--- src/rtl/seq_mult_cmp.sv ---
// Iterative shift-add multiplier that compares each new product against the previous one.
// Optional build macro SIGNED_EN: two's-complement operands, signed product and signed compare.
module seq_mult_cmp #(
  parameter int W = 8
) (
  input  logic             clk,
  input  logic             rst,
  input  logic [W-1:0]     sw,
  input  logic [2:0]       btn,
  output logic [2:0]       led,
  output logic             busy,
  output logic             done,
  output logic [2*W-1:0]   res
);

  localparam int PW = 2 * W;
  localparam int CW = $clog2(W);
  localparam logic [CW-1:0] CNT_LAST = CW'(W - 1);

  typedef enum logic [1:0] {IDLE, MUL, FIN} state_t;

  state_t          state, state_nxt;
  logic [W-1:0]    op1, op2;
  logic [PW-1:0]   mcand, acc, prev, fin_val;
  logic [W-1:0]    mplier;
  logic [CW-1:0]   cnt;
  logic            start_q, rise;

`ifdef SIGNED_EN
  logic            sign_q;

  // Magnitude of -2^(W-1) wraps to 2^(W-1), which is still correct read as unsigned.
  function automatic logic [W-1:0] op_mag(input logic [W-1:0] x);
    return x[W-1] ? -x : x;
  endfunction

  function automatic logic [2:0] cmp3(input logic [PW-1:0] a, input logic [PW-1:0] b);
    return {$signed(a) > $signed(b), a == b, $signed(a) < $signed(b)};
  endfunction

  assign fin_val = sign_q ? -acc : acc;
`else
  function automatic logic [W-1:0] op_mag(input logic [W-1:0] x);
    return x;
  endfunction

  function automatic logic [2:0] cmp3(input logic [PW-1:0] a, input logic [PW-1:0] b);
    return {a > b, a == b, a < b};
  endfunction

  assign fin_val = acc;
`endif

  assign rise = btn[2] & ~start_q;
  assign busy = (state != IDLE);

  always_comb begin
    state_nxt = state;
    case (state)
      IDLE:    if (rise) state_nxt = MUL;
      MUL:     if (cnt == CNT_LAST) state_nxt = FIN;
      FIN:     state_nxt = IDLE;
      default: state_nxt = IDLE;
    endcase
  end

  // Control and architecturally visible registers; start_q resets high so a held button cannot start.
  always_ff @(posedge clk or posedge rst) begin
    if (rst) begin
      state   <= IDLE;
      start_q <= 1'b1;
      op1     <= '0;
      op2     <= '0;
      res     <= '0;
      prev    <= '0;
      led     <= 3'b010;
      done    <= 1'b0;
    end else begin
      state   <= state_nxt;
      start_q <= btn[2];
      done    <= (state == FIN);
      if (state == IDLE) begin
        if (btn[0]) op1 <= sw;
        if (btn[1]) op2 <= sw;
      end
      if (state == FIN) begin
        prev <= res;
        res  <= fin_val;
        led  <= cmp3(fin_val, res);
      end
    end
  end

  // Shift-add datapath; contents only matter between a start and FIN, so no reset.
  always_ff @(posedge clk) begin
    case (state)
      IDLE: begin
        if (rise) begin
          mcand  <= {{W{1'b0}}, op_mag(op1)};
          mplier <= op_mag(op2);
          acc    <= '0;
          cnt    <= '0;
`ifdef SIGNED_EN
          sign_q <= op1[W-1] ^ op2[W-1];
`endif
        end
      end
      MUL: begin
        if (mplier[0]) acc <= acc + mcand;
        mcand  <= mcand << 1;
        mplier <= mplier >> 1;
        cnt    <= cnt + 1'b1;
      end
      default: ;
    endcase
  end

  // The LEDs shown after a store always describe the stored product against its predecessor.
  led_tracks_prev: assert property (@(posedge clk) disable iff (rst)
    done |-> (led == cmp3(res, prev)));

endmodule
--- config.mk ---
export PLATFORM = sky130hd
export DESIGN_NAME = seq_mult_cmp
export DESIGN_NICKNAME = d
export VERILOG_FILES = /design/src/rtl/seq_mult_cmp.sv
export SDC_FILE = /design/constraint.sdc
export NUM_CORES = 1
export LEC_CHECK = 0
export CORE_AREA = 2 2 92 116
export DETAILED_ROUTE_END_ITERATION = 16
export DIE_AREA = 0 0 94 118
export HOLD_SLACK_MARGIN = 0.12
export PLACE_DENSITY_LB_ADDON = 0.25
export SYNTH_ARGS = -nofsm -noshare
export SYNTH_HDL_FRONTEND = slang
export SYNTH_SLANG_ARGS = --single-unit
--- constraint.sdc ---
create_clock -name clk -period 2.8 [get_ports clk]
set_input_delay 0.42 -clock clk [delete_from_list [all_inputs] [get_ports clk]]
set_output_delay 0.42 -clock clk [all_outputs]
set_load 0.005 [all_outputs]
==> run summary <==
Min-delay src: led[1]
Worst slew pin tran: 1060 ps
Remaining DRCs: 0
Required @ worst endpoint: 2880 ps
Critical Path Slowest Stage Cell: fa_1
Placed insts: 562
PortBufs: 33
Chip height: 118 um
Syn avg cell area: 10.7 um2
TritonCTS clock tree: done
Power share of the clock group: 15.3%
Peak supply drop: 0.000437 V
Die Width: 94 um
Hold depth: 2
Synth area leaders: edfxtp_1, dfrtp_1, ha_1, nand2_1, mux2_2
Final Max Tran Viols: 0
Switching Fraction: 39.0%
Routed len/inst: 14.1 um
Buffers inserted by post-CTS timing repair: 0
Reg2Reg Depth: 7
Crit Reg-Reg Startpoint: mcand[0]
Syn_nets: 456
Combinational group share of total power: 49.3%
End of the worst hold path: led[1]
Clk Tree Root Cell: clkbuf_16
Async SR Flop Fraction: 47.6%
Worst path cell trace: ha_1 > fa_1 > a21o_1 > nor2b_1 > o31a_1 > o41ai_4 > mux2i_1
Commonest cells in the netlist: nand2_1, edfxtp_1, dfrtp_1, ha_1, o21ai_0
Vias: 3,001
FF+latch area: 2270 um2
Routed Wire Length: 8120 um
Sequential share of power: 35.4%
Max-Cap Viols: 0
Critical path arrival: 2390 ps
Clock latency on the worst-skew pair: 340 ps
Critical R2R Capture: acc[12]
Vias in the first global route: 2,917
EDFF count, synth: 43
Antenna violations before repair: 0
Global route total overflow: 0
Clock skew: 9.02 ps
Tmin final: 2310 ps
Fin crit share: 82.6%
Hold Path Class: reg2reg
Post-CTS Hold Buffers: 0
Fraction of layout cells with a size suffix above 1: 10.7%
Gate Count Post-Synth: 409
Yosys warnings: 0
Vias per cell: 5.19
RSZ-0062 raised after global routing: false
Synth top area share: 29.6%
Status: completed
Critical path peak fanout: 3
Startpoint Class: flop
Main synth FF type: edfxtp_1
Final antenna-violating net count: 0
# H-tree levels: 3
Initial core utilization: 43.7%
Fin. Hold Viols: 0
Worst slew margin: 29.6%
Gr usage total: 16.0%
Most common cell in the netlist: nand2_1
Setup CP Type: reg2reg
Crit-path max cell delay: 410 ps
CP Capture Type: flop
Register area share after synthesis: 51.9%
CORE AREA: 10,000 um2
Cell Pwr Density: 1370 nW/um2
Setup violators final: 0
Fill cell count: 933
Mapped Area: 4370 um2
Total die area: 11,100 um2
1st-iter DRT viols: 156
Top cell type by total area after synthesis: edfxtp_1
Ant. Diodes: 0
Leakage: 2.16 nW
I/O pin total: 34
Standard-cell rows: 41
Fmax: 432 MHz
Clock sinks: 82
P_int: 4.26 mW
First-pass GRT wire length: 13,900 um
Resized cells post-CTS: 0
Pin count of the biggest net entering global routing: 40
GPL Wtd Cong: 0.838
CTS buffer count: 9
Sw Pwr: 2.72 mW
Detailed placer's ending HPWL: 5970 um
Footprint of the multi-input gates: 1950 um2
Clock buffer depth: 2
Non-filler cells, final: 578
Drt pass-1 iters: 4
Seq cells post-synth: 82
Layout area overhead: 16.8%
Distinct cells, synth: 50
Total power: 6.98 mW
Clk pin slew, worst setup/hold paths: 60 ps
Total Neg Setup Slack: 0 ps
Final net count: 491
Register-to-register setup slack: 490 ps
power groups by stage:
stage	registers (mW)	clock network, mW	logic [mW]
2_1_floorplan	2.39	0	2.61
3_3_place_gp	2.48	0	3.39
3_5_place_dp	2.50	0	3.44
4_1_cts	2.48	1.09	3.47
5_1_grt	2.55	1.14	3.91
6_report	2.47	1.07	3.44
layout make-up:
| class | instances | share of cell area, % |
|---|---|---|
| Tap cell | 129 | 3.16 |
| Timing Repair Buffer | 37 | 7.06 |
| Clock buffer | 9 | 4.41 |
| Inverter | 25 | 1.84 |
| Sequential cell | 82 | 44.5 |
| Clock inverter | 7 | 0.858 |
| Multi-Input combinational cell | 289 | 38.2 |
per-stage QoR:
stage	utilization [%]	worst slack [ps]	area [um2]	hold slack (ps)
2_1_floorplan	-	625	4370	424
6_report	51.0	487	5100	458
3_5_place_dp	48.3	496	4830	450
4_1_cts	51.0	477	5100	461
5_1_grt	51.0	382	5100	476
3_3_place_gp	48.3	534	4830	446
registers in the layout (all words and copies together) (netlist names):
register / count
acc: 16
res: 16
mplier: 8
state: 2
led: 3
done: 1
op2: 8
mcand: 16
start_q: 1
cnt: 3
op1: 8
cell usage in the layout, fill, tap and decap left out, types with 3 or more instances in the layout:
master            n
edfxtp_1         43
a21oi_2           3
inv_1            25
and2_1           15
o21ai_0          28
nor3_1            4
a21o_1            7
o21bai_1          3
xor2_1            4
xnor2_1           3
nand2b_1          7
mux2_2           16
a21oi_1          19
dfrtp_1          37
mux2i_1           4
nand4_1           6
buf_4             4
nor2_1           17
clkinvlp_4        3
ha_1             33
o21a_1            3
clkdlybuf4s50_1  33
nand2_1          78
nand3_1           5
a211oi_1          5
clkbuf_16         9
cell families after synthesis:
family,share of synthesized area (%)
and+or+nand+nor,15.9
DFF,51.9
AOI/OAI and AO/OA,12.3
buffers and inverters,3.55
adders and majority gates,9.91
muxes,5.04
xor gates and xnor gates,1.40
critical path: cells and delay by family (launching register included):
family | cells | cell delay, ps
fa+ha+maj | 2 | 670
flops | 1 | 400
simple gates | 1 | 140
mux | 1 | 110
compound gates | 3 | 740
worst max-delay path by stage:
stage             start      end  slack (ps)  depth (start not counted)
5_1_grt        mcand[0]  acc[12]         380                          7
4_1_cts        mcand[0]  acc[12]         480                          7
6_report       mcand[0]  acc[12]         490                          7
3_5_place_dp   mcand[0]  acc[12]         500                          7
2_1_floorplan  mcand[0]  acc[12]         630                          7
3_3_place_gp   mcand[0]  acc[12]         530                          7
per-layer routing:
| layer | track usage [%] | up-vias | routed length [um] |
|---|---|---|---|
| met5 | 0 | - | 0 |
| met4 | 6.79 | 0 | 191 |
| met3 | 4.29 | 15 | 266 |
| met2 | 26.3 | 45 | 3990 |
| met1 | 19.7 | 1427 | 3680 |
| li1 | - | 1514 | - |
No activity file was read; power rests on OpenSTA's default activity.
